### config.mk
export PLATFORM = sky130hd
export DESIGN_NAME = main_control_fsm
export DESIGN_NICKNAME = d
export VERILOG_FILES = /design/src/rtl/ctrl_pkg.sv /design/src/rtl/ctrl_output_decode.sv /design/src/rtl/main_control_fsm.sv
export SDC_FILE = /design/constraint.sdc
export NUM_CORES = 1
export LEC_CHECK = 0
export CAP_MARGIN = 5
export CORE_MARGIN = 2
export CORE_UTILIZATION = 40
export CTS_BUF_LIST = sky130_fd_sc_hd__clkbuf_16
export DETAILED_ROUTE_END_ITERATION = 6
export PLACE_DENSITY = 0.73
export SLEW_MARGIN = 20
export SYNTH_ARGS = -nofsm -noshare
export SYNTH_HDL_FRONTEND = slang
export SYNTH_SLANG_ARGS = --single-unit
### constraint.sdc
create_clock -name clk -period 2 [get_ports clk]
set_clock_uncertainty 0.1 [all_clocks]
set_input_delay 0.5 -clock clk [delete_from_list [all_inputs] [get_ports clk]]
set_output_delay 0.5 -clock clk [all_outputs]
set_load 0.02 [all_outputs]
### src/rtl/ctrl_pkg.sv
// Shared definitions for the multicycle processor control unit:
// state encodings, opcode values, ALUop codes, datapath mux selectors
// and the packed control-strobe bundle passed from the output decoder
// to the FSM top.
package ctrl_pkg;

    localparam int unsigned OPCODE_W  = 4;
    localparam int unsigned ALUOP_W   = 2;
    localparam int unsigned STATE_W   = 4;
    localparam int unsigned ALUSRCB_W = 2;
    localparam int unsigned PCSRC_W   = 2;

    typedef enum logic [STATE_W-1:0] {
        S_FETCH    = 4'd0,
        S_DECODE   = 4'd1,
        S_EXEC_R   = 4'd2,
        S_WB_R     = 4'd3,
        S_EXEC_I   = 4'd4,
        S_WB_I     = 4'd5,
        S_MEM_ADDR = 4'd6,
        S_MEM_RD   = 4'd7,
        S_MEM_WB   = 4'd8,
        S_MEM_WR   = 4'd9,
        S_BRANCH   = 4'd10,
        S_JUMP     = 4'd11,
        S_TRAP     = 4'd12
    } state_t;

    localparam logic [OPCODE_W-1:0] OP_RTYPE = 4'd0;
    localparam logic [OPCODE_W-1:0] OP_ITYPE = 4'd1;
    localparam logic [OPCODE_W-1:0] OP_LW    = 4'd2;
    localparam logic [OPCODE_W-1:0] OP_SW    = 4'd3;
    localparam logic [OPCODE_W-1:0] OP_BEQ   = 4'd4;
    localparam logic [OPCODE_W-1:0] OP_BNE   = 4'd5;
    localparam logic [OPCODE_W-1:0] OP_J     = 4'd6;

    localparam logic [ALUOP_W-1:0] ALUOP_ADD   = 2'b00;
    localparam logic [ALUOP_W-1:0] ALUOP_SUB   = 2'b01;
    localparam logic [ALUOP_W-1:0] ALUOP_RTYPE = 2'b10;
    localparam logic [ALUOP_W-1:0] ALUOP_ITYPE = 2'b11;

    localparam logic [ALUSRCB_W-1:0] SRCB_REG    = 2'b00;
    localparam logic [ALUSRCB_W-1:0] SRCB_TWO    = 2'b01;
    localparam logic [ALUSRCB_W-1:0] SRCB_IMM    = 2'b10;
    localparam logic [ALUSRCB_W-1:0] SRCB_IMM_SH = 2'b11;

    localparam logic [PCSRC_W-1:0] PCSRC_ALU    = 2'b00;
    localparam logic [PCSRC_W-1:0] PCSRC_ALUOUT = 2'b01;
    localparam logic [PCSRC_W-1:0] PCSRC_JUMP   = 2'b10;

    typedef struct packed {
        logic                 pc_write;
        logic                 iord;
        logic                 mem_read;
        logic                 mem_write;
        logic                 ir_write;
        logic                 mem_to_reg;
        logic                 reg_write;
        logic                 reg_dst;
        logic                 alu_src_a;
        logic [ALUSRCB_W-1:0] alu_src_b;
        logic [ALUOP_W-1:0]   alu_op;
        logic [PCSRC_W-1:0]   pc_source;
    } ctrl_t;

endpackage : ctrl_pkg

### src/rtl/ctrl_output_decode.sv
// Combinational datapath-strobe decoder for the control FSM.
// Optional macro: ILLEGAL_OPCODE_TRAP_EN adds the illegal_op output.
// Ports:
//   state      in   current FSM state
//   op         in   opcode latched in DECODE
//   zero       in   ALU zero flag (branch resolution)
//   mem_ready  in   memory access completes this cycle (fetch qualify)
//   ctrl       out  packed strobe bundle
//   illegal_op out  high in TRAP (only with ILLEGAL_OPCODE_TRAP_EN)
module ctrl_output_decode
    import ctrl_pkg::*;
(
    input  state_t              state,
    input  logic [OPCODE_W-1:0] op,
    input  logic                zero,
    input  logic                mem_ready,
`ifdef ILLEGAL_OPCODE_TRAP_EN
    output logic                illegal_op,
`endif
    output ctrl_t               ctrl
);

    // Strobe decode; every field defaults to 0 (add, PC/ALU selectors).
    always_comb begin
        ctrl = '0;
`ifdef ILLEGAL_OPCODE_TRAP_EN
        illegal_op = 1'b0;
`endif
        case (state)
            S_FETCH: begin
                ctrl.mem_read  = 1'b1;
                ctrl.alu_src_b = SRCB_TWO;
                // PC+2 and IR load only once the instruction word arrives.
                ctrl.ir_write  = mem_ready;
                ctrl.pc_write  = mem_ready;
            end
            S_DECODE: begin
                ctrl.alu_src_b = SRCB_IMM_SH;
            end
            S_EXEC_R: begin
                ctrl.alu_src_a = 1'b1;
                ctrl.alu_src_b = SRCB_REG;
                ctrl.alu_op    = ALUOP_RTYPE;
            end
            S_WB_R: begin
                ctrl.reg_dst   = 1'b1;
                ctrl.reg_write = 1'b1;
            end
            S_EXEC_I: begin
                ctrl.alu_src_a = 1'b1;
                ctrl.alu_src_b = SRCB_IMM;
                ctrl.alu_op    = ALUOP_ITYPE;
            end
            S_WB_I: begin
                ctrl.reg_write = 1'b1;
            end
            S_MEM_ADDR: begin
                ctrl.alu_src_a = 1'b1;
                ctrl.alu_src_b = SRCB_IMM;
                ctrl.alu_op    = ALUOP_ADD;
            end
            S_MEM_RD: begin
                ctrl.mem_read = 1'b1;
                ctrl.iord     = 1'b1;
            end
            S_MEM_WB: begin
                ctrl.reg_write  = 1'b1;
                ctrl.mem_to_reg = 1'b1;
            end
            S_MEM_WR: begin
                ctrl.mem_write = 1'b1;
                ctrl.iord      = 1'b1;
            end
            S_BRANCH: begin
                ctrl.alu_src_a = 1'b1;
                ctrl.alu_src_b = SRCB_REG;
                ctrl.alu_op    = ALUOP_SUB;
                ctrl.pc_source = PCSRC_ALUOUT;
                // Latched opcode is BEQ or BNE here; BNE takes on non-zero.
                ctrl.pc_write  = (op == OP_BNE) ? ~zero : zero;
            end
            S_JUMP: begin
                ctrl.pc_source = PCSRC_JUMP;
                ctrl.pc_write  = 1'b1;
            end
`ifdef ILLEGAL_OPCODE_TRAP_EN
            S_TRAP: begin
                illegal_op = 1'b1;
            end
`endif
            default: ;
        endcase
    end

endmodule : ctrl_output_decode

### src/rtl/main_control_fsm.sv
// Multicycle control FSM of the 16-bit processor: sequences each
// instruction through fetch/decode/execute/memory/writeback and drives
// the datapath strobes and ALUop.
// Optional macro: ILLEGAL_OPCODE_TRAP_EN sends illegal opcodes to a
// sticky TRAP state and adds the illegal_op output; otherwise illegal
// opcodes execute as a NOP.
// Ports:
//   clk, reset   clock (rising edge), async active-high reset
//   opcode       IR opcode field; sampled only in DECODE
//   zero         ALU zero flag
//   mem_ready    memory completes the current access this cycle
//   pc_write .. pc_source   datapath strobes (combinational from state)
//   illegal_op   trap indicator (only with ILLEGAL_OPCODE_TRAP_EN)
//   state_dbg    current state encoding
module main_control_fsm
    import ctrl_pkg::*;
(
    input  logic                 clk,
    input  logic                 reset,
    input  logic [OPCODE_W-1:0]  opcode,
    input  logic                 zero,
    input  logic                 mem_ready,
    output logic                 pc_write,
    output logic                 iord,
    output logic                 mem_read,
    output logic                 mem_write,
    output logic                 ir_write,
    output logic                 mem_to_reg,
    output logic                 reg_write,
    output logic                 reg_dst,
    output logic                 alu_src_a,
    output logic [ALUSRCB_W-1:0] alu_src_b,
    output logic [ALUOP_W-1:0]   alu_op,
    output logic [PCSRC_W-1:0]   pc_source,
`ifdef ILLEGAL_OPCODE_TRAP_EN
    output logic                 illegal_op,
`endif
    output logic [STATE_W-1:0]   state_dbg
);

    state_t              state_q;
    state_t              state_d;
    logic [OPCODE_W-1:0] op_q;
    ctrl_t               ctrl_dec;
    ctrl_t               ctrl_out;
`ifdef ILLEGAL_OPCODE_TRAP_EN
    logic                illegal_dec;
`endif

    // State register.
    always_ff @(posedge clk or posedge reset) begin
        if (reset) begin
            state_q <= S_FETCH;
        end else begin
            state_q <= state_d;
        end
    end

    // Opcode captured in DECODE so later states ignore IR changes.
    always_ff @(posedge clk or posedge reset) begin
        if (reset) begin
            op_q <= '0;
        end else if (state_q == S_DECODE) begin
            op_q <= opcode;
        end
    end

    // Next-state logic.
    always_comb begin
        state_d = state_q;
        case (state_q)
            S_FETCH: begin
                if (mem_ready) begin
                    state_d = S_DECODE;
                end
            end
            S_DECODE: begin
                case (opcode)
                    OP_RTYPE:      state_d = S_EXEC_R;
                    OP_ITYPE:      state_d = S_EXEC_I;
                    OP_LW, OP_SW:  state_d = S_MEM_ADDR;
                    OP_BEQ, OP_BNE: state_d = S_BRANCH;
                    OP_J:          state_d = S_JUMP;
`ifdef ILLEGAL_OPCODE_TRAP_EN
                    default:       state_d = S_TRAP;
`else
                    default:       state_d = S_FETCH;
`endif
                endcase
            end
            S_EXEC_R: state_d = S_WB_R;
            S_WB_R:   state_d = S_FETCH;
            S_EXEC_I: state_d = S_WB_I;
            S_WB_I:   state_d = S_FETCH;
            S_MEM_ADDR: begin
                if (op_q == OP_LW) begin
                    state_d = S_MEM_RD;
                end else if (op_q == OP_SW) begin
                    state_d = S_MEM_WR;
                end else begin
                    state_d = S_FETCH;
                end
            end
            S_MEM_RD: begin
                if (mem_ready) begin
                    state_d = S_MEM_WB;
                end
            end
            S_MEM_WB: state_d = S_FETCH;
            S_MEM_WR: begin
                if (mem_ready) begin
                    state_d = S_FETCH;
                end
            end
            S_BRANCH: state_d = S_FETCH;
            S_JUMP:   state_d = S_FETCH;
`ifdef ILLEGAL_OPCODE_TRAP_EN
            S_TRAP:   state_d = S_TRAP;
`endif
            default:  state_d = S_FETCH;
        endcase
    end

    ctrl_output_decode u_decode (
        .state      (state_q),
        .op         (op_q),
        .zero       (zero),
        .mem_ready  (mem_ready),
`ifdef ILLEGAL_OPCODE_TRAP_EN
        .illegal_op (illegal_dec),
`endif
        .ctrl       (ctrl_dec)
    );

    // Output logic: strobes are blanked while reset is held so a reset
    // landing mid-instruction cannot leak a write.
    always_comb begin
        ctrl_out = '0;
`ifdef ILLEGAL_OPCODE_TRAP_EN
        illegal_op = 1'b0;
`endif
        if (!reset) begin
            ctrl_out = ctrl_dec;
`ifdef ILLEGAL_OPCODE_TRAP_EN
            illegal_op = illegal_dec;
`endif
        end
    end

    assign pc_write   = ctrl_out.pc_write;
    assign iord       = ctrl_out.iord;
    assign mem_read   = ctrl_out.mem_read;
    assign mem_write  = ctrl_out.mem_write;
    assign ir_write   = ctrl_out.ir_write;
    assign mem_to_reg = ctrl_out.mem_to_reg;
    assign reg_write  = ctrl_out.reg_write;
    assign reg_dst    = ctrl_out.reg_dst;
    assign alu_src_a  = ctrl_out.alu_src_a;
    assign alu_src_b  = ctrl_out.alu_src_b;
    assign alu_op     = ctrl_out.alu_op;
    assign pc_source  = ctrl_out.pc_source;
    assign state_dbg  = STATE_W'(state_q);

endmodule : main_control_fsm

==> flow_summary.ini, run 1 <==
[run_status]
status = finished with violations
violations = setup timing

[critical_path]
crit_arrival_ns = 1.52
critPathLaunchType = flop
crit_type = flop to output port
cp.required_ns = 1.40
worst-path-max-fanout = 7
end_kind = output port

[cts]
cts_root_buf = clkbuf_16
cts_hold_buf = 0
clockBufferDepth = 2
cts.sinks = 8
h-tree-depth = 1
clk_pin_slew_worst_paths_ns = 0.04
cts_buffers = 3
cts_tree = yes
clock_latency_ns = 0.24

[synth]
yosys.area.top_type = dfrtp_1
yosysTopAreaCellShare = 0.2698
synth_area_sq_um = 742.0
ys_seq_area_frac = 0.2698
ys_ff_latch = 8
yosys_warnings = 0
syn-num-nets = 102
synth_cell_type_count = 33
syn_inst = 94
ys_top_cells_by_area = dfrtp_1 27%, nor3_1 9.4%, mux2_2 6.1%
avgSynthCellArea_sq_um = 7.893

[layout]
fin_nets = 168
regArea_sq_um = 203.9
antenna_cells = 0
fillCellCount = 85
area_growth_pct = 107.8
drive_gt1_frac = 0.6519
post-route-util = 0.8928
multi_input_area_sq_um = 664.4

[floorplan]
fp.coreArea_sq_um = 1727
io_pins = 27
num_rows = 15
die_area_sq_um = 2216
die_height_um = 47.07
start_util = 0.4297
die_w_um = 47.07

[placement]
hpwl_um = 1894
dp_slack_ns = -0.8356
place_congestion = 0.8899
portBuffers = 26

[routing]
dr_total_vias = 1089
wire_per_inst_um = 19.20
viasPerCell = 5.951
antenna_left = 0
wl_um = 3514
dr.pass1.iters = 4
route.detailed.drc = 0
drt_iter0_drc = 51

[sta]
layout_setup_ws_ns = -0.1242
relSlewSlack = 0.7218
rsz0062_at_grt = true
fin_crit_ns = 2.124
fmax_mhz = 470.8
worst_pin_slew_ns = 0.4166
post-route-period-util = 1.062
slew_violations = 0
hold_slack_ns = 0.4722
setup_viol = 11
hold_viol = 0

[global_route]
antenna_found_initial = 0
track_usage = 0.3115
grt_max_degree = 14
grt_pass1_vias = 1010
grt_pass1_wl_um = 4698
grt_remaining_overflow = 0

[power_and_ir_drop]
irDropWorstVdd_mv = 1.391
p_per_area_nw_per_um2 = 1593
total_power_mw = 2.456
static-leakage-power_nw = 0.7052

[min_path]
hp-class = input pin to asynchronous set/reset pin

[run]
drv_cap = 0
-- where the power goes --
part	switching [mW]	internal (mW)	leakage [nW]	total, mW
registers	0.110	0.242	0.0959	0.352
clock network	0.0848	0.258	0.0370	0.343
logic	0.895	0.866	0.572	1.76
-- per-stage QoR --
| stage | std cells | area (sq um) | TNS (ns) |
|---|---|---|---|
| finish | 183 | 1541 | -0.6797 |
| global route | 183 | 1541 | -0.9836 |
| CTS | 180 | 1415 | -0.3839 |
| detailed placement | 175 | 1309 | -7.999 |
| global placement | 175 | 1309 | -7.799 |
| floorplan | 94 | 779.5 | -0.2290 |
-- kinds of logic after synthesis --
logic type / after synthesis / synth area share
compound gates: 20 / 0.2226
xor+xnor: 2 / 0.02361
buf+inv: 13 / 0.08432
flops: 8 / 0.2698
mux: 4 / 0.06070
simple gates: 47 / 0.3390
-- worst paths after layout --
kind                                                  to                startpoint  cells past startpoint  slack [ns]
min in group clk                     op_q[2]$_DFFE_PP0P_       op_q[2]$_DFFE_PP0P_                      2        0.55
worst max register to register  state_dbg[3]$_DFFE_PP0P_  state_dbg[0]$_DFFE_PP0P_                      5        0.13
worst min register to register       op_q[2]$_DFFE_PP0P_       op_q[2]$_DFFE_PP0P_                      2        0.55
max in group asynchronous       state_dbg[3]$_DFFE_PP0P_                     reset                      4        1.17
worst min-delay path                 op_q[1]$_DFFE_PP0P_                     reset                      4        0.47
worst max-delay path                           reg_write  state_dbg[1]$_DFFE_PP0P_                      5       -0.12
-- flip-flops by register name (all words and copies together), names as in the netlist --
register and flops:
op_q 4, state_dbg 4
-- area by class of cell --
class / count / area share
timing repair buffer: 68 / 0.3531
inverter: 6 / 0.01461
sequential: 8 / 0.1323
clock buffer: 3 / 0.04870
multi-input combinational: 73 / 0.4310
tap: 25 / 0.02029
-- layout by cell type (no fill, tap or decap), types with 2 or more instances in the layout --
| master | Yosys | final |
|---|---|---|
| nor3_2 | 0 | 8 |
| clkbuf_16 | 0 | 3 |
| nand2_2 | 0 | 2 |
| buf_2 | 2 | 3 |
| nor4b_4 | 1 | 2 |
| nor2_1 | 9 | 3 |
| dlygate4sd2_1 | 0 | 6 |
| dfrtp_1 | 8 | 5 |
| dfrtp_2 | 0 | 3 |
| buf_4 | 1 | 47 |
| nand2_1 | 9 | 6 |
| buf_6 | 1 | 7 |
| mux2_2 | 4 | 4 |
| a211oi_2 | 0 | 2 |
| a31oi_1 | 3 | 2 |
| inv_1 | 6 | 5 |
| nor2b_1 | 3 | 3 |
| nor3_1 | 14 | 5 |
| clkdlybuf4s50_1 | 0 | 4 |
| nor2_4 | 0 | 3 |
| a21oi_1 | 5 | 4 |
| nand2b_4 | 0 | 2 |
| nor2_2 | 1 | 4 |
-- critical path, stage by stage (launching register included) --
cell	delay, ns
dfrtp_2	0.49
or2_4	0.33
nor2_2	0.12
a31oi_1	0.06
nor2_1	0.13
buf_4	0.16
-- synth_stat cells --
cell type / n
clkbuf_1: 3
a41oi_1: 1
nor2_2: 1
mux2_2: 4
o32ai_1: 1
nand2b_1: 4
a21oi_1: 5
xnor2_1: 2
a311o_1: 1
nor3b_1: 1
a31oi_1: 3
nor2b_1: 3
buf_6: 1
or2_1: 1
nor3_1: 14
dfrtp_1: 8
nand3_1: 1
inv_1: 6
o31ai_1: 1
a211oi_1: 2
nand2_1: 9
o31ai_2: 1
buf_4: 1
nor4b_1: 1
o221a_2: 1
buf_2: 2
a211o_1: 1
a2111oi_0: 1
or3_1: 1
nor4b_4: 1
nor2_1: 9
a2111oi_2: 2
and3_1: 1
-- layer usage --
metal | up-vias | global-route usage | share of wire
met4 | 0 | 0.2056 | 0.040
met2 | 76 | 0.5945 | 0.53
li1 | 473 | - | -
met1 | 524 | 0.2979 | 0.37
met5 | - | 0 | 0
met3 | 16 | 0.05769 | 0.058
-- repair_timing --
| action | in CTS | in global routing |
|---|---|---|
| endpoints found under the setup margin | 18 | 13 |
| gates cloned | 0 | 0 |
| gates resized for setup | 99 | 31 |
| buffers inserted | 2 | 4 |
| pin swaps | 6 | 7 |
Note: power is estimated with default switching activity, not from simulation.
==> run 2, diff against run 1 <==
- PLACE_DENSITY: 0.73 -> 0.7
- SETUP_SLACK_MARGIN: default -> 0.02
- SYNTH_HIERARCHICAL: default -> 1
==> run 2 against run 1 <==
  * The run still ends with setup timing left
  * Global-route usage down 13 points
  * Wire length down 34%
  * Sequential share of layout area up 1.4 points
  * Synthesized cell count up 8.5%
  * Clock power down 3%
==> flow_summary.ini, run 2 <==
[global_route]
grt_pass1_vias = 790
grt_remaining_overflow = 0
track_usage = 0.1807
grt_pass1_wl_um = 3574
antenna_found_initial = 0
grt_max_degree = 18

[sta]
post-route-period-util = 1.070
layout_setup_ws_ns = -0.1408
fmax_mhz = 467.1
tns_ns = -0.4850
slew_violations = 0
rsz0062_at_grt = true
hold_viol = 0
relSlewSlack = 0.7306
setup_viol = 6
worst_pin_slew_ns = 0.3940
fin_crit_ns = 2.141

[synth]
ys.flop_type = dfrtp_1
ys_top_cells_by_area = dfrtp_1 23%, nor2b_1 11%, mux2_2 5.2%
avgSynthCellArea_sq_um = 8.464
ys_seq_area_frac = 0.2319
synth_area_sq_um = 863.3
yosysMostFrequentCell = nor2b_1
yosys-top-cells-count = 15 x nor2b_1, 8 x dfrtp_1, 6 x nand2_1, 6 x nor3_1
yosys.area.top_type = dfrtp_1
yosys_warnings = 6
ys_ff_latch = 8
synth-edff-count = 0
syn-num-nets = 110
yosysTopAreaCellShare = 0.2319
ys_async_sr_fraction = 1.000
syn_inst = 102
synth_cell_type_count = 44

[routing]
dr.pass1.iters = 4
drt_iter0_drc = 17
antenna_left = 0
dr_total_vias = 896
wire_per_inst_um = 13.50
wl_um = 2308
route.detailed.drc = 0
wl_met1_um = 927
met3WireLength_um = 91
viasPerCell = 5.240
top_layer_used = met4
wl_met2_um = 1277

[cts]
cts_root_buf = clkbuf_16
cts_tree = yes
clock_latency_ns = 0.23
cts_buffers = 3
h-tree-depth = 1
cts.sinks = 8
clockBufferDepth = 2
clk_pin_slew_worst_paths_ns = 0.04

[layout]
fin_nets = 154
area_growth_pct = 61.45
antenna_cells = 0
most-common-layout-cells = 26 x buf_4, 14 x nor2b_1, 8 x buf_6
instances_no_fill = 171
final_common_cell = buf_4
drive_gt1_frac = 0.4583

[floorplan]
io_pins = 27
die_w_um = 50.46
die_area_sq_um = 2546
num_rows = 16
die_height_um = 50.46
fp.coreArea_sq_um = 2002
start_util = 0.4312

[critical_path]
regToRegEndpoint = op_q[3]$_DFFE_PP0P_
reg2reg_from = state_dbg[1]$_DFFE_PP0P_
reg2reg_depth = 5
end_kind = output port
critPathLaunchType = flop
worst-path-max-fanout = 4
rrSetupSlack_ns = 0.16
crit_type = flop to output port
crit_arrival_ns = 1.54
cp.required_ns = 1.40

[placement]
place_inst = 164
dp_slack_ns = -0.6151
place_congestion = 0.7668
hpwl_um = 1561
portBuffers = 26

[min_path]
min-delay-start = op_q[1]$_DFFE_PP0P_
holdPathStages = 1
min_to = op_q[1]$_DFFE_PP0P_
hp-class = flop to flop

[power_and_ir_drop]
p_per_area_nw_per_um2 = 1420
static-leakage-power_nw = 0.6306
total_power_mw = 1.979
irDropWorstVdd_mv = 0.9686

[run]
drv_cap = 0

[run_status]
violations = setup timing
status = finished with violations
## run 2: area by class of cell
class	count	area, sq um
clock buffer	3	75.07
fill	170	608.1
inverter	4	15.01
multi-input combinational	81	634.4
sequential	8	203.9
tap	27	33.78
timing repair buffer	48	431.7
## run 2: worst max-delay path by stage
stage                                   from            to  depth (start not counted)
floorplan           state_dbg[1]$_DFFE_PP0P_          iord                          5
finish              state_dbg[0]$_DFFE_PP0P_      pc_write                          5
global route        state_dbg[0]$_DFFE_PP0P_      pc_write                          5
CTS                 state_dbg[0]$_DFFE_PP0P_  pc_source[1]                          5
global placement                   mem_ready      pc_write                          5
detailed placement                 mem_ready      pc_write                          5
## run 2: through the flow
step	hold slack [ns]	utilization	cell area, sq um
finish	0.4132	0.6963	1394
global route	0.4435	0.6963	1394
CTS	0.4143	0.6463	1294
detailed placement	0.4110	0.6063	1214
global placement	0.4088	0.6063	1214
floorplan	0.3876	-	865.8
## run 2: kinds of logic (layout without fill, tap and decap cells)
logic type,after synthesis,after routing,share of synthesized area
buffers and inverters,13,55,0.1116
AOI/OAI and AO/OA,19,19,0.1638
DFF,8,8,0.2319
xor gates and xnor gates,3,3,0.03044
muxes,5,5,0.06376
and+or+nand+nor,54,54,0.3985
## run 2: repair_timing
action,4_1_cts,5_1_grt
endpoints found under the hold margin,0,0
resized for setup,78,31
setup endpoints to repair,18,16
pin swaps,2,8
hold buffers,0,0
buffers inserted,1,3
## run 2: layer usage
metal	vias to the layer above	track usage
met5	-	0
met4	0	0.02703
met3	2	0.03571
met2	24	0.3443
met1	423	0.2100
li1	447	-
## run 2: where the power goes
group / switching (mW) / leakage [nW] / internal, mW
Sequential: 0.0706 / 0.0955 / 0.240
Clock: 0.0767 / 0.0370 / 0.258
Combinational: 0.615 / 0.498 / 0.719
## run 2: worst max-delay path: stages, from the launching register on
cell and delay (ns):
dfrtp_2 0.44, nor4_2 0.32, and2_4 0.19, a211o_1 0.08, nor2b_1 0.13, buf_4 0.15
